File: config.mk
export PLATFORM = sky130hd
export DESIGN_NAME = load_store_unit_flat
export DESIGN_NICKNAME = d
export VERILOG_FILES = /design/src/rtl/lsu_pkg.sv /design/src/rtl/load_store_unit_if.sv /design/src/rtl/load_extend.sv /design/src/rtl/load_store_unit.sv /design/src/flat_wrapper.sv
export SDC_FILE = /design/constraint.sdc
export NUM_CORES = 1
export LEC_CHECK = 0
export CAP_MARGIN = 40
export CORE_ASPECT_RATIO = 1.5
export CORE_MARGIN = 10
export CORE_UTILIZATION = 43
export DETAILED_ROUTE_END_ITERATION = 16
export GPL_ROUTABILITY_DRIVEN = 1
export HOLD_SLACK_MARGIN = 0.1
export PLACE_DENSITY_LB_ADDON = 0.12
export SETUP_SLACK_MARGIN = 0.02
export SYNTH_ARGS = -nofsm -noshare
export SYNTH_HDL_FRONTEND = slang
export SYNTH_SLANG_ARGS = --single-unit
File: constraint.sdc
create_clock -name clk -period 3 [get_ports clk]
set_clock_uncertainty 0.05 [all_clocks]
set_input_delay 0.3 -clock clk [delete_from_list [all_inputs] [get_ports clk]]
set_output_delay 0.3 -clock clk [all_outputs]
set_load 0.05 [all_outputs]
File: src/rtl/lsu_pkg.sv
// rtl/lsu_pkg.sv - shared state enum, size/sign codes and decode helpers for the load/store unit
package lsu_pkg;

    typedef enum logic [1:0] {
        IDLE = 2'd0,
        REQ  = 2'd1,
        WAIT = 2'd2,
        DONE = 2'd3
    } lsu_state_e;

    typedef enum logic [1:0] {
        SZ_WORD = 2'd0,
        SZ_HALF = 2'd1,
        SZ_BYTE = 2'd2,
        SZ_BAD  = 2'd3
    } lsu_size_e;

    // {signed, h, b} encodings
    localparam logic [2:0] CODE_WORD  = 3'b000;
    localparam logic [2:0] CODE_SHALF = 3'b110;
    localparam logic [2:0] CODE_SBYTE = 3'b101;
    localparam logic [2:0] CODE_UHALF = 3'b010;
    localparam logic [2:0] CODE_UBYTE = 3'b001;

    // Stores look only at {h,b}; loads must match one of the five codes exactly.
    function automatic lsu_size_e decode_size(input logic is_load, input logic [2:0] code);
        lsu_size_e size;
        size = SZ_BAD;
        if (is_load) begin
            case (code)
                CODE_WORD:              size = SZ_WORD;
                CODE_SHALF, CODE_UHALF: size = SZ_HALF;
                CODE_SBYTE, CODE_UBYTE: size = SZ_BYTE;
                default:                size = SZ_BAD;
            endcase
        end else begin
            case (code[1:0])
                2'b00:   size = SZ_WORD;
                2'b10:   size = SZ_HALF;
                2'b01:   size = SZ_BYTE;
                default: size = SZ_BAD;
            endcase
        end
        return size;
    endfunction

    // An illegal code counts as misaligned so both are rejected the same way.
    function automatic logic is_rejected(input lsu_size_e size, input logic [1:0] lo);
        logic rej;
        case (size)
            SZ_BAD:  rej = 1'b1;
            SZ_HALF: rej = lo[0];
            SZ_WORD: rej = |lo;
            default: rej = 1'b0;
        endcase
        return rej;
    endfunction

endpackage

File: src/rtl/load_store_unit_if.sv
// rtl/load_store_unit_if.sv - memory request/response bus between the load/store unit and data memory
interface load_store_unit_if #(
    parameter int WIDTH    = 32,
    parameter int ADDR_LEN = 32
);
    logic                mem_req_valid;
    logic                mem_req_ready;
    logic [ADDR_LEN-1:0] mem_req_addr;
    logic                mem_req_we;
    logic [3:0]          mem_req_wstrb;
    logic [WIDTH-1:0]    mem_req_wdata;
    logic                mem_resp_valid;
    logic [WIDTH-1:0]    mem_resp_data;

    modport master (
        output mem_req_valid, mem_req_addr, mem_req_we, mem_req_wstrb, mem_req_wdata,
        input  mem_req_ready, mem_resp_valid, mem_resp_data
    );

    modport slave (
        input  mem_req_valid, mem_req_addr, mem_req_we, mem_req_wstrb, mem_req_wdata,
        output mem_req_ready, mem_resp_valid, mem_resp_data
    );
endinterface

File: src/rtl/load_extend.sv
// rtl/load_extend.sv - selects the addressed byte/half lane of a load word and sign/zero extends it
module load_extend
    import lsu_pkg::*;
#(
    parameter int WIDTH = 32
) (
    input  logic [WIDTH-1:0] word,
    input  logic [1:0]       addr_lo,
    input  logic [2:0]       code,
    output logic [WIDTH-1:0] data
);

    logic [7:0]  byte_lane;
    logic [15:0] half_lane;

    // Lane select then extend; code[2] is the signed flag
    always_comb begin
        byte_lane = word[{addr_lo, 3'b000} +: 8];
        half_lane = word[{addr_lo[1], 4'b0000} +: 16];
        case (decode_size(1'b1, code))
            SZ_BYTE: data = {{(WIDTH-8){code[2] & byte_lane[7]}}, byte_lane};
            SZ_HALF: data = {{(WIDTH-16){code[2] & half_lane[15]}}, half_lane};
            default: data = word;
        endcase
    end

endmodule

File: src/rtl/load_store_unit.sv
// rtl/load_store_unit.sv - single-outstanding load/store unit: IDLE -> REQ -> WAIT -> DONE
module load_store_unit
    import lsu_pkg::*;
#(
    parameter int WIDTH    = 32,
    parameter int ADDR_LEN = 32
) (
    input  logic                clk,
    input  logic                rst,
    input  logic                ex_valid,
    output logic                ex_ready,
    input  logic                ex_ls,
    input  logic                ex_signed,
    input  logic                ex_h,
    input  logic                ex_b,
    input  logic [ADDR_LEN-1:0] ex_addr,
    input  logic [WIDTH-1:0]    ex_wdata,
    load_store_unit_if.master   mem,
    output logic                wb_valid,
    output logic [WIDTH-1:0]    dmem_result,
    output logic                misalign
);

    lsu_state_e          state_q, state_d;
    logic                ls_q, ls_d;
    logic [2:0]          code_q, code_d;
    logic [1:0]          lo_q, lo_d;
    logic                req_valid_q, req_valid_d;
    logic                req_we_q, req_we_d;
    logic [3:0]          req_wstrb_q, req_wstrb_d;
    logic [ADDR_LEN-1:0] req_addr_q, req_addr_d;
    logic [WIDTH-1:0]    req_wdata_q, req_wdata_d;
    logic                wb_valid_q, wb_valid_d;
    logic                misalign_q, misalign_d;
    logic [WIDTH-1:0]    result_q, result_d;

    logic [2:0]          ex_code;
    lsu_size_e           ex_size;
    logic                ex_rej;
    logic [3:0]          st_strb;
    logic [WIDTH-1:0]    st_data;
    logic [WIDTH-1:0]    ext_data;

    assign ex_code = {ex_signed, ex_h, ex_b};
    assign ex_size = decode_size(ex_ls, ex_code);
    assign ex_rej  = is_rejected(ex_size, ex_addr[1:0]);

    load_extend #(.WIDTH(WIDTH)) u_extend (
        .word    (mem.mem_resp_data),
        .addr_lo (lo_q),
        .code    (code_q),
        .data    (ext_data)
    );

    // Replicate store data across lanes so memory can pick it up under any strobe
    always_comb begin
        st_strb = 4'b1111;
        st_data = ex_wdata;
        case (ex_size)
            SZ_BYTE: begin
                st_strb = 4'b0001 << ex_addr[1:0];
                st_data = {(WIDTH/8){ex_wdata[7:0]}};
            end
            SZ_HALF: begin
                st_strb = ex_addr[1] ? 4'b1100 : 4'b0011;
                st_data = {(WIDTH/16){ex_wdata[15:0]}};
            end
            default: begin
                st_strb = 4'b1111;
                st_data = ex_wdata;
            end
        endcase
        if (ex_ls) begin
            st_strb = 4'b0000;
            st_data = '0;
        end
    end

    // Next-state and next-output computation for the op sequencer
    always_comb begin
        state_d     = state_q;
        ls_d        = ls_q;
        code_d      = code_q;
        lo_d        = lo_q;
        req_valid_d = req_valid_q;
        req_we_d    = req_we_q;
        req_wstrb_d = req_wstrb_q;
        req_addr_d  = req_addr_q;
        req_wdata_d = req_wdata_q;
        wb_valid_d  = 1'b0;
        misalign_d  = misalign_q;
        result_d    = result_q;
        case (state_q)
            IDLE: begin
                if (ex_valid) begin
                    ls_d   = ex_ls;
                    code_d = ex_code;
                    lo_d   = ex_addr[1:0];
                    if (ex_rej) begin
                        state_d    = DONE;
                        wb_valid_d = 1'b1;
                        misalign_d = 1'b1;
                        result_d   = '0;
                    end else begin
                        state_d     = REQ;
                        req_valid_d = 1'b1;
                        req_we_d    = ~ex_ls;
                        req_wstrb_d = st_strb;
                        req_addr_d  = {ex_addr[ADDR_LEN-1:2], 2'b00};
                        req_wdata_d = st_data;
                    end
                end
            end
            REQ: begin
                if (mem.mem_req_ready) begin
                    req_valid_d = 1'b0;
                    if (ls_q) begin
                        state_d = WAIT;
                    end else begin
                        state_d    = DONE;
                        wb_valid_d = 1'b1;
                        misalign_d = 1'b0;
                        result_d   = '0;
                    end
                end
            end
            WAIT: begin
                if (mem.mem_resp_valid) begin
                    state_d    = DONE;
                    wb_valid_d = 1'b1;
                    misalign_d = 1'b0;
                    result_d   = ext_data;
                end
            end
            default: begin
                state_d = IDLE;
            end
        endcase
    end

    // State register; reset drops any op in flight without a writeback pulse
    always_ff @(posedge clk) begin
        if (rst) begin
            state_q     <= IDLE;
            ls_q        <= 1'b0;
            code_q      <= 3'b000;
            lo_q        <= 2'b00;
            req_valid_q <= 1'b0;
            req_we_q    <= 1'b0;
            req_wstrb_q <= 4'b0000;
            req_addr_q  <= '0;
            req_wdata_q <= '0;
            wb_valid_q  <= 1'b0;
            misalign_q  <= 1'b0;
            result_q    <= '0;
        end else begin
            state_q     <= state_d;
            ls_q        <= ls_d;
            code_q      <= code_d;
            lo_q        <= lo_d;
            req_valid_q <= req_valid_d;
            req_we_q    <= req_we_d;
            req_wstrb_q <= req_wstrb_d;
            req_addr_q  <= req_addr_d;
            req_wdata_q <= req_wdata_d;
            wb_valid_q  <= wb_valid_d;
            misalign_q  <= misalign_d;
            result_q    <= result_d;
        end
    end

    assign ex_ready          = (state_q == IDLE);
    assign mem.mem_req_valid = req_valid_q;
    assign mem.mem_req_we    = req_we_q;
    assign mem.mem_req_wstrb = req_wstrb_q;
    assign mem.mem_req_addr  = req_addr_q;
    assign mem.mem_req_wdata = req_wdata_q;
    assign wb_valid          = wb_valid_q;
    assign misalign          = misalign_q;
    assign dmem_result       = result_q;

endmodule

File: src/flat_wrapper.sv
// flat-port wrapper written by rule: the top's interface ports become plain ports
module load_store_unit_flat import lsu_pkg::*;
#(
    parameter int WIDTH    = 32,
    parameter int ADDR_LEN = 32
)
  (clk, rst, ex_valid, ex_ready, ex_ls, ex_signed, ex_h, ex_b, ex_addr, ex_wdata, wb_valid, dmem_result, misalign, mem_mem_req_valid, mem_mem_req_addr, mem_mem_req_we, mem_mem_req_wstrb, mem_mem_req_wdata, mem_mem_req_ready, mem_mem_resp_valid, mem_mem_resp_data);
  load_store_unit_if #(.WIDTH(WIDTH), .ADDR_LEN(ADDR_LEN)) mem_i ();
  input  logic clk;
  input  logic rst;
  input  logic ex_valid;
  output logic ex_ready;
  input  logic ex_ls;
  input  logic ex_signed;
  input  logic ex_h;
  input  logic ex_b;
  input  logic [ADDR_LEN-1:0] ex_addr;
  input  logic [WIDTH-1:0] ex_wdata;
  output logic wb_valid;
  output logic [WIDTH-1:0] dmem_result;
  output logic misalign;
  output wire logic [$bits(mem_i.mem_req_valid)-1:0] mem_mem_req_valid;
  output wire logic [$bits(mem_i.mem_req_addr)-1:0] mem_mem_req_addr;
  output wire logic [$bits(mem_i.mem_req_we)-1:0] mem_mem_req_we;
  output wire logic [$bits(mem_i.mem_req_wstrb)-1:0] mem_mem_req_wstrb;
  output wire logic [$bits(mem_i.mem_req_wdata)-1:0] mem_mem_req_wdata;
  input wire logic [$bits(mem_i.mem_req_ready)-1:0] mem_mem_req_ready;
  input wire logic [$bits(mem_i.mem_resp_valid)-1:0] mem_mem_resp_valid;
  input wire logic [$bits(mem_i.mem_resp_data)-1:0] mem_mem_resp_data;
  assign mem_mem_req_valid = mem_i.mem_req_valid;
  assign mem_mem_req_addr = mem_i.mem_req_addr;
  assign mem_mem_req_we = mem_i.mem_req_we;
  assign mem_mem_req_wstrb = mem_i.mem_req_wstrb;
  assign mem_mem_req_wdata = mem_i.mem_req_wdata;
  assign mem_i.mem_req_ready = mem_mem_req_ready;
  assign mem_i.mem_resp_valid = mem_mem_resp_valid;
  assign mem_i.mem_resp_data = mem_mem_resp_data;
  load_store_unit #(.WIDTH(WIDTH), .ADDR_LEN(ADDR_LEN)) u_core (.clk(clk), .rst(rst), .ex_valid(ex_valid), .ex_ready(ex_ready), .ex_ls(ex_ls), .ex_signed(ex_signed), .ex_h(ex_h), .ex_b(ex_b), .ex_addr(ex_addr), .ex_wdata(ex_wdata), .mem(mem_i), .wb_valid(wb_valid), .dmem_result(dmem_result), .misalign(misalign));
endmodule
### Yosys cells after proc, flatten, opt, wreduce, memory -nomap -nowiden

Cells that the tools add are included.

* logic and storage cells: 98
* flip-flop bits (word level): 110
* input port bits: 105

* reductions and logical operators: 17
* mux-type cells: 39
* equal/unequal tests: 23
* shift-type cells: 3
* bitwise operators: 4

Operators by type and width (number)
* $mux W32: 6
* $pmux W32 S2: 2
* $pmux W32 S3: 1
* $shiftx A32 B6 Y16: 1
* $shiftx A32 B6 Y8: 1
* $pmux W2 S3: 4
* $mux W1: 14
* $eq A3 B3 Y1 const B: 4
* $eq A2 B2 Y1 const B: 5
* $mux W2: 5
* $ne A2 B2 Y1 const B: 5
* $reduce_or A2 Y1: 5
* $pmux W1 S3: 3
* $eq A2 B1 Y1 const B: 4
* $mux W4: 2
* $pmux W4 S2: 1
* $eq A3 B1 Y1 const B: 2
* $eq A3 B2 Y1 const B: 2
* $logic_not A2 Y1: 3
* $logic_not A3 Y1: 2
* $reduce_and A3 Y1: 2
* $reduce_and A6 Y1: 1
* $reduce_and A4 Y1: 1
* $shl A1 B2 Y4 const A: 1
* 7 further kinds: 9

### Depth between registers and ports, before layout

Gate-level depths: netlist (run 1).

* depth after elaboration: 9
* depth in mapped cells: 13
* depth with buffers taken out: 12

### By module

Synthesis (run 1) repeated with hierarchy kept, for this count alone.

* cells, all modules: 657
* area total of the unflattened synthesis: 5619.1 um^2

Modules (own cells, without submodules)
* load_store_unit: area each 4872.2 um^2, times used 1, cells an instance 549, sequential area each 2202.1 um^2
* load_extend: area each 747.0 um^2, times used 1, cells an instance 108, sequential area each 0.0 um^2

### Worst setup path after synthesis (run 1)

Ideal clock, no wire load.

* kind: in2reg
* start: input ex_h
* end: register u_core.req_wdata_q[15], in the netlist u_core.mem.mem_req_wdata[15]
* stages on the path: 12
* setup time: 128 ps
* data arrival time: 2493 ps
* path slack: 330 ps
* path through: inv_1 > ha_1 > and2b_2 > a21oi_2 > nand2b_1 > ha_1 > clkbuf_1 > or2_2 > buf_1 > a22o_1 > a22oi_1 > nor2_1

* longest elaborated chain between the ends: 8
* elaborated cells between the ends (all ways): 22
* classes of those cells: 9 x eq/ne; 6 x mux; 1 x bitwise; 6 x reduce/logical

RTL lines
* start: declaration: line flat_wrapper.sv:15 `input logic ex_h;`
* $eq A3 B3 Y1, or another cell as far along: line lsu_pkg.sv:30 `case (code)`
* $reduce_or A2 Y1: line lsu_pkg.sv:30
* $pmux W2 S3: line lsu_pkg.sv:30
* $mux W2 *: line lsu_pkg.sv:29 `if (is_load) begin`
* $eq A2 B1 Y1, or another cell as far along: line lsu_pkg.sv:50, load_store_unit.sv:59
* $pmux W1 S3: line lsu_pkg.sv:50 `case (size)`
* $not A1 Y1 (no source line)
* $reduce_and A3 Y1 (no source line)
* end signal: assignment: line load_store_unit.sv:165 `req_wdata_q <= req_wdata_d;`
* end: declaration: line load_store_unit.sv:32 `logic [WIDTH-1:0] req_wdata_q, req_wdata_d;`

Mark *: on every way between the ends. The rest lies on a longest branch, timed or not.
A chain may end at the register's enable or synchronous reset.

### Worst setup path after layout (run 1)

* start: input ex_h
* end: register u_core.req_wdata_q[8], in the netlist u_core.mem.mem_req_wdata[8]

Same word-level chain as after synthesis.

==> qor.txt, run 1 <==
status - finished clean
Final ANT Viol Nets - 0
global placement routability congestion - 0.8663
register area share after synthesis - 43.14%
final slew viol count - 0
Setup-failing EPs final - 0
pin count of the biggest net entering global routing - 68
met3 global-route usage - 8.081%
Storage cell area - 0.002202 mm^2
ant diodes - 0
Int Pwr - 0.002926 W
Seq cells post-synth - 110
vias in the first global route - 5,381
count of cell types in the netlist - 51
area of the multi-input gates - 0.002651 mm^2
Power Dens Cells - 621.6 mW/mm^2
DRT Wirelength - 17,920 um
Via density - 5.437
Bufs on Longest Clock Path - 2
placed inst area - 0.007398 mm^2
initial antenna violation count - 0
Ys Warns - 0
Req. time, crit path - 3.15 ns
clock power share - 23.2%
register clock-pin slew on the reported worst setup and hold paths - 0.07 ns
final setup TNS - 0 ns
drt first pass iters - 5
Critical Path Start Type - primary input
number of flops mapped to enable cells by yosys - 0
final core occ - 66.91%
cell count after synthesis - 607
share of layout cells above drive strength 1 - 10.33%
WHS Path Cells - 2
Nets - 926
total CTS buffers - 9
Leak Pwr - 2.782 nW
DP HPWL - 13,490 um
Root Buffer - clkbuf_16
area added between synthesis and finish - 51.94%
I/O pins - 210
port bufs - 207
GR Util met1 - 20.81%
Async S/R FF share, synth - 0%
CTS tree - yes
Slew HR - 49.78%
fin crit period - 2.907 ns
syn avg cell area - 8.410 um^2
final worst-path cycle share - 96.91%
M2 GR Usage - 36.17%
Sequential Power Share - 35.4%
Hold EP - u_core.state_q[0]
GRT busiest layer - met2
Max Fclk - 344.0 MHz
global-route wire length before repair - 27,660 um
Final WS setup - 0.09263 ns
core area - 0.01159 mm^2
Hold Path Class - primary input to flop
# rows - 48
DIE HEIGHT - 153.4 um
worst slew pin tran - 0.7472 ns
Initial Util - 44.04%
RR Endpoint - u_core.mem.mem_req_wdata[8]
overall die area - 0.01672 mm^2
net switching power - 0.001895 W
worst reg2reg path startpoint - u_core.state_q[0]
WS Path Type - primary input to flop
fin area - 0.007756 mm^2
cell area after synthesis - 0.005105 mm^2
Fillers - 957
die width - 109.0 um
Crit Path Max Fanout - 17
crit path DAT - 3.06 ns
WL per Instance - 18.61 um
via count - 5,236
Switching Fraction - 39.30%
worst skew pair latency - 0.34 ns
Most used DFF post-synth - dfxtp_1
Max Cap Viol - 0
pre-CTS setup slack - -0.1895 ns
GR Util All Layers - 20.45%
gr ovfl total - 0
Hold Startpoint - rst
Gate power share - 41.4%
H-tree depth - 3
Fin. Hold Viols - 0
worst r2r path cells - 8
maximum vdd drop - 0.0003110 V
R2R setup slack - 0.72 ns
clk sink count - 110
initial DRC count - 259
drt drc - 0
CP endpoint kind - flop
[cells in the final DEF (no fill, tap or decap), types with 3 or more instances in the layout]
cell and count:
a21oi_1 47, a221oi_1 9, a22o_1 8, a22oi_1 42, a22oi_2 4, a31oi_1 3
and2_1 3, buf_12 4, buf_4 24, clkbuf_16 10, clkdlybuf4s50_1 206, clkinvlp_4 4
dfxtp_1 110, ha_1 11, inv_1 16, mux2_2 8, nand2_1 114, nand2b_1 9
nand3_1 9, nor2_1 57, nor2b_1 10, o21ai_0 32, o2bb2ai_1 22, o2bb2ai_2 9
[metal layers]
layer,part of all wire (%),wire (um)
met1,36,6385
met2,52,9307
met3,9.7,1740
met4,2.7,486
met5,0,0
[worst max-delay path, stage by stage]
cell and delay (ns):
clkdlybuf4s50_1 0.48, inv_1 0.06, ha_1 0.27, and2b_2 0.25, a21oi_2 0.14, nand2b_1 0.10, ha_2 0.19, nand2b_1 0.15
buf_4 0.15, o211ai_4 0.11, nand4_1 0.23, buf_4 0.22, buf_8 0.16, a22oi_1 0.19, nor2_1 0.06
[cell usage after synthesis, types with 2 or more instances]
cell       instances  area share, %
buf_4              5           0.74
o2bb2ai_2          9            2.6
a221oi_1           9            1.5
and4_1             2           0.34
buf_2             13            1.3
nand3_1            9           0.88
a22o_1             8            1.4
o21ai_1            2           0.20
and2_1             3           0.37
a211oi_1           2           0.29
ha_1              12            2.9
or2_2              2           0.25
buf_1              3           0.22
dfxtp_1          110             43
nand2b_1           9            1.1
o21ai_0           32            3.1
nor2_1            57            4.2
a22oi_1           46            6.8
mux2_2             8            1.8
and2b_2            2           0.34
nor2b_1           10            1.2
nand2_1          114            8.4
nand4_1            2           0.25
inv_1             16            1.2
clkbuf_1          26            1.9
a21oi_1           47            4.6
a31oi_1            3           0.37
nor3_1             2           0.20
o2bb2ai_1         22            3.8
[final cells by class]
type	count	area share (%)
sequential	110	28.39
tap	150	2.420
inverter	17	0.8227
clock inverter	6	0.6130
clock buffer	9	2.904
multi-input combinational	433	34.18
timing repair buffer	238	30.67
[worst max path at each step]
| stage | from | end | slack, ns | depth (start not counted) |
|---|---|---|---|---|
| after floorplan | ex_h | u_core.mem.mem_req_wdata[15] | 0.33 | 12 |
| after global placement | ex_h | u_core.mem.mem_req_valid | -0.08 | 13 |
| after detailed placement | ex_h | u_core.mem.mem_req_wdata[29] | -0.19 | 14 |
| after CTS | ex_h | u_core.mem.mem_req_valid | 0.17 | 13 |
| after global routing | ex_b | u_core.mem.mem_req_wdata[19] | -0.05 | 15 |
| final | ex_h | u_core.mem.mem_req_wdata[8] | 0.09 | 15 |
[kinds of logic after synthesis]
logic type	count (synthesis)	synth area share, %
compound gates	193	27.92
fa+ha+maj	12	2.941
buf+inv	65	5.613
flops	110	43.14
mux	8	1.765
other cells	1	0.07346
simple gates	218	18.55
[state kept, by name, summed over array words and instances, names as in the netlist]
register / cells
u_core.code_q: 3
u_core.dmem_result: 32
u_core.lo_q: 2
u_core.ls_q: 1
u_core.mem.mem_req_addr: 30
u_core.mem.mem_req_valid: 1
u_core.mem.mem_req_wdata: 32
u_core.mem.mem_req_we: 1
u_core.mem.mem_req_wstrb: 4
u_core.misalign: 1
u_core.state_q: 2
u_core.wb_valid: 1
[stage by stage]
stage | hold slack, ns | total power (W) | instances
4_1_cts | 0.2738 | 0.004813 | 958
5_1_grt | 0.2918 | 0.005072 | 963
3_3_place_gp | 0.3918 | 0.003667 | 943
6_report | 0.2811 | 0.004821 | 963
2_1_floorplan | 0.3860 | 0.002994 | 608
3_5_place_dp | 0.3962 | 0.003701 | 943
[power groups by stage]
stage / logic, W / registers [W] / clock network [W]
2_1_floorplan: 0.000844 / 0.00215 / 0
3_3_place_gp: 0.00193 / 0.00173 / 0
3_5_place_dp: 0.00196 / 0.00174 / 0
4_1_cts: 0.00197 / 0.00171 / 0.00114
5_1_grt: 0.00214 / 0.00173 / 0.00120
6_report: 0.00200 / 0.00171 / 0.00112
[repair_timing]
action | CTS | global route
buffers inserted | 0 | 3
endpoints found under the hold margin | 0 | 0
hold buffers | 0 | 0
setup endpoints to repair | 0 | 12
resized for setup | 0 | 8
Note: power is estimated with default switching activity, not from simulation.
==> run 2: changes to the inputs <==
--- a/config.mk
+++ b/config.mk
@@ -8,9 +8,11 @@
 export CAP_MARGIN = 40
 export CORE_ASPECT_RATIO = 1.5
 export CORE_MARGIN = 10
-export CORE_UTILIZATION = 43
+export CORE_UTILIZATION = 46
 export DETAILED_ROUTE_END_ITERATION = 16
+export DONT_BUFFER_PORTS = 1
 export GPL_ROUTABILITY_DRIVEN = 1
+export GPL_TIMING_DRIVEN = 0
 export HOLD_SLACK_MARGIN = 0.1
 export PLACE_DENSITY_LB_ADDON = 0.12
 export SETUP_SLACK_MARGIN = 0.02
==> constraint.sdc (replaced) <==
create_clock -name clk -period 3 [get_ports clk]
set_clock_uncertainty 0.05 [all_clocks]
set_input_delay 0.6 -clock clk [delete_from_list [all_inputs] [get_ports clk]]
set_output_delay 0.6 -clock clk [all_outputs]
set_load 0.05 [all_outputs]
==> run 2 against run 1 <==
- cell area is 28% lower
- count of clock-buffer cells in the layout increased by 1
- worst setup slack improved by 0.093 ns
- register-to-register slack worse by 0.39 ns
==> qor.txt, run 2 (synthesized netlist as in run 1, its figures left out) <==
status - finished clean
vias in the first global route - 4,544
gr ovfl total - 0
via count - 4,505
GR Util All Layers - 19.89%
Root Buffer - clkbuf_16
Top cell by count, worst path - ha_1
# rows - 47
worst slew pin tran - 0.8140 ns
Setup-failing EPs final - 0
fin crit period - 2.814 ns
WL per Instance - 21.63 um
Storage cell area - 0.002202 mm^2
Power Dens Cells - 789.5 mW/mm^2
total CTS buffers - 9
most frequent cells in the layout - 114 x nand2_1, 110 x dfxtp_1, 57 x nor2_1, 47 x a21oi_1, 46 x a22oi_1
Final ANT Viol Nets - 0
CP endpoint kind - flop
CP Cell Sequence - inv_1 > ha_1 > and2b_2 > a21oi_4 > nand2b_1 > ha_1 > or2_2 > buf_1 > a22o_1 > a22oi_1 > nor2_1
Bufs on Longest Clock Path - 2
Worst path max stage delay - 0.45 ns
Leak Pwr - 1.987 nW
Crit Path Max Fanout - 11
register clock-pin slew on the reported worst setup and hold paths - 0.08 ns
DP HPWL - 13,470 um
H-tree depth - 3
global-route wire length before repair - 25,010 um
RSZ-0062 raised after global routing - false
drt first pass iters - 5
ant diodes - 0
crit path DAT - 2.99 ns
Max Fclk - 355.4 MHz
Hold Path Class - primary input to flop
commonest non-fill, non-tap cell in the layout - nand2_1
crit-path leading delay family - simple AND/OR/NAND/NOR gates
Slew HR - 45.74%
maximum vdd drop - 0.0003643 V
Nets - 737
Initial Util - 46.67%
Critical Path Start Type - primary input
dpl cells - 755
Req. time, crit path - 3.18 ns
drt drc - 0
initial DRC count - 145
DRT Wirelength - 16,700 um
die width - 106.0 um
worst skew pair latency - 0.35 ns
final std cells w/o fill - 772
CTS tree - yes
cts hold-fix bufs - 0
area of the multi-input gates - 0.002628 mm^2
initial antenna violation count - 0
area added between synthesis and finish - 9.706%
share of layout cells above drive strength 1 - 10.88%
final worst-path cycle share - 93.80%
clk sink count - 110
core area - 0.01094 mm^2
Fin. Hold Viols - 0
Crit-path slowest cell - ha_1
final slew viol count - 0
I/O pins - 210
WHS - 0.3233 ns
global placement routability congestion - 0.8777
port bufs - 0
DIE HEIGHT - 149.0 um
overall die area - 0.01580 mm^2
pin count of the biggest net entering global routing - 20
Via density - 5.835
Fillers - 1,078
WS Path Type - primary input to flop
WP buf/inv - 2
Max Cap Viol - 0
==> run 2: changes by cell type in the layout (fill, tap and decap cells not counted), sizes merged <==
cell / before / now
buf: 31 / 22
clkdlybuf4s50: 206 / 0
clkinv: 0 / 1
clkbuf: 10 / 37
clkinvlp: 4 / 2
inv: 19 / 20
==> run 2: timing repair <==
item | 4_1_cts | 5_1_grt
resized for setup | 0 | 5
setup buffers | 0 | 2
setup endpoints to repair | 0 | 64
hold endpoints to repair | 0 | 0
==> run 2: per-stage QoR <==
| stage | setup TNS (ns) | worst slack [ns] | utilization [%] | power, W | cell area, um^2 |
|---|---|---|---|---|---|
| after global routing | 0 | 0.003999 | 51.20 | 0.004624 | 5600 |
| after CTS | 0 | 0.05591 | 50.96 | 0.004421 | 5574 |
| after global placement | -12.79 | -0.2359 | 48.39 | 0.003249 | 5293 |
| after detailed placement | -19.06 | -0.3088 | 48.39 | 0.003280 | 5293 |
| after floorplan | 0 | 0.02990 | - | 0.002994 | 5109 |
| final | 0 | 0.1859 | 51.20 | 0.004422 | 5600 |
==> run 2: area by class of cell <==
type	instances	area share [%]
clock inverters	6	0.9383
repair buffers	2	0.2681
clock buffers	10	4.088
flip-flops and latches	110	39.32
multi-input cells	433	46.92
well taps	147	3.284
inverters	17	1.139
plain buffers	47	4.044
==> run 2: final timing paths <==
path | from | end | slack (ns) | cells past startpoint
setup / recovery | ex_h | u_core.mem.mem_req_wdata[10] | 0.19 | 11
hold / removal | ex_addr[21] | u_core.mem.mem_req_addr[21] | 0.32 | 2
setup reg to reg | u_core.state_q[0] | u_core.dmem_result[8] | 0.33 | 9
hold reg to reg | u_core.code_q[0] | u_core.code_q[0] | 0.42 | 2
==> run 2: where the power goes <==
part	total (W)	internal [W]	switching, W	leakage [nW]
clock network	0.00115	0.000578	0.000575	0.132
registers	0.00216	0.00161	0.000556	0.892
logic	0.00111	0.000395	0.000710	0.963
==> run 2: metal layers <==
layer	global-route usage, %	part of all wire (%)	up-vias
li1	-	-	2159
met4	8.832	3.2	0
met2	36.26	52	204
met5	0	0	-
met3	10.94	13	35
met1	17.37	32	2107
==> run 2: worst register-to-register path: cells and delay by family, from the launching register on <==
family / cells / cell delay [ns]
adder cells (fa/ha/maj): 1 / 0.69
flip-flops: 1 / 0.34
AO/OA/AOI/OAI: 3 / 0.53
AND/OR/NAND/NOR: 2 / 0.35
buffers and inverters: 3 / 0.57
==> run 3: changes to the inputs <==
==> constraint.sdc (replaced) <==
create_clock -name clk -period 3 [get_ports clk]
set_clock_uncertainty 0.05 [all_clocks]
set_input_delay 0.3 -clock clk [delete_from_list [all_inputs] [get_ports clk]]
set_output_delay 0.3 -clock clk [all_outputs]
set_load 0.05 [all_outputs]
==> run 3 against run 2 <==
- largest power group unchanged
- highest routed layer unchanged
- via count grew 6.7%
- critical endpoint is now u_core.mem.mem_req_wstrb[2]
- critical path depth shrank 2
- sequential share of layout area shrank 3.7 points
==> qor.txt, run 3 (synthesized netlist as in run 1, its figures left out) <==
initial DRC count - 206
Slew HR - 45.63%
overall die area - 0.01580 mm^2
Critical Path Start Type - flop
CTS tree - yes
final std cells w/o fill - 833
via count - 4,809
fin crit period - 2.664 ns
Crit Path Max Fanout - 10
Max Fclk - 375.4 MHz
Final ANT Viol Nets - 0
status - finished clean
register clock-pin slew on the reported worst setup and hold paths - 0.08 ns
crit path from - u_core.state_q[0]
die width - 106.0 um
placed inst area - 0.005293 mm^2
H-tree depth - 3
Hold Startpoint - mem_mem_resp_data[6]
crit path DAT - 2.89 ns
total power - 0.004472 W
worst r2r path cells - 9
CP endpoint kind - flop
Initial Util - 46.67%
global placement routability congestion - 0.8777
final core occ - 56.57%
Setup crit end - u_core.mem.mem_req_wstrb[2]
R2R setup slack - 0.34 ns
drt first pass iters - 5
# rows - 47
dpl cells - 755
worst reg2reg path startpoint - u_core.state_q[0]
vias in the first global route - 4,954
clk sink count - 110
core area - 0.01094 mm^2
DRT Wirelength - 17,670 um
WS Path Type - flop to flop
Fin. Hold Viols - 0
final worst-path cycle share - 88.80%
RR Endpoint - u_core.mem.mem_req_wstrb[2]
port bufs - 0
DP HPWL - 13,470 um
fin area - 0.006187 mm^2
RSZ-0062 raised after global routing - false
I/O pins - 210
DIE HEIGHT - 149.0 um
share of layout cells above drive strength 1 - 9.635%
worst skew pair latency - 0.35 ns
maximum vdd drop - 0.0003724 V
gr ovfl total - 0
Root Buffer - clkbuf_16
Post-CTS Resized - 0
Via density - 5.773
pin count of the biggest net entering global routing - 20
Nets - 797
Bufs on Longest Clock Path - 2
GR Util All Layers - 21.49%
initial antenna violation count - 1
postcts setup bufs - 0
cts hold-fix bufs - 61
Leak Pwr - 2.228 nW
commonest non-fill, non-tap cell in the layout - nand2_1
final slew viol count - 0
area added between synthesis and finish - 21.20%
WL per Instance - 21.21 um
Hold Path Class - primary input to flop
worst slew pin tran - 0.8155 ns
global-route wire length before repair - 27,190 um
WHS - 0.1095 ns
most frequent cells in the layout - 114 x nand2_1, 110 x dfxtp_1, 61 x dlygate4sd3_1, 57 x nor2_1, 47 x a21oi_1
Setup-failing EPs final - 0
total CTS buffers - 9
Power Dens Cells - 722.7 mW/mm^2
drt drc - 0
Max Cap Viol - 0
Req. time, crit path - 3.22 ns
run 3: cell count changes in the layout (fill, tap and decap cells not counted), sizes merged:
| cell | delta |
|---|---|
| clkbuf | -1 |
| diode | +1 |
| dlygate4sd3 | +61 |
run 3: worst min path at each step:
| stage | to | slack, ns | depth (start not counted) |
|---|---|---|---|
| after CTS | u_core.dmem_result[2] | 0.10 | 2 |
| final | u_core.dmem_result[6] | 0.11 | 2 |
| after floorplan | u_core.code_q[0] | 0.39 | 2 |
| after global routing | u_core.dmem_result[6] | 0.12 | 2 |
| after global placement | u_core.mem.mem_req_addr[25] | 0.39 | 2 |
| after detailed placement | u_core.code_q[1] | 0.39 | 2 |
run 3: power breakdown:
| group | total, W | switching [W] | leakage [nW] | internal (W) |
|---|---|---|---|---|
| registers | 0.00217 | 0.000558 | 0.892 | 0.00161 |
| clock network | 0.00115 | 0.000576 | 0.132 | 0.000578 |
| logic | 0.00115 | 0.000726 | 1.20 | 0.000426 |
| total | 0.00447 | 0.00186 | 2.23 | 0.00261 |
run 3: per-stage QoR:
step	TNS (ns)	setup slack, ns
floorplan	0	0.3299
global route	0	0.1451
detailed placement	-0.02351	-0.008777
finish	0	0.3359
CTS	0	0.3404
global placement	0	0.06412
run 3: layer usage:
layer	global-route usage, %	wire [um]
met5	0	0
met1	19.54	5683
met4	11.28	739
met2	38.31	9006
met3	10.68	2240
run 3: area by class of cell:
type                            count  area (um^2)
Buffer                             48        222.7
Clock buffer                       10        229.0
Clock inverter                      6        52.55
Inverter                           17        63.81
Fill cell                        1007         4751
Multi-Input combinational cell    433         2620
Tap cell                          147        183.9
Antenna cell                        1        2.502
Sequential cell                   110         2202
Timing Repair Buffer               61        610.6
run 3: critical path, cell delays in order (launching register included):
cell and delay, ns:
dfxtp_1 0.34, inv_1 0.10, ha_1 0.70, and2_1 0.22, buf_2 0.21, and4_1 0.20
buf_2 0.23, buf_2 0.26, o21ai_0 0.12, a21oi_1 0.16
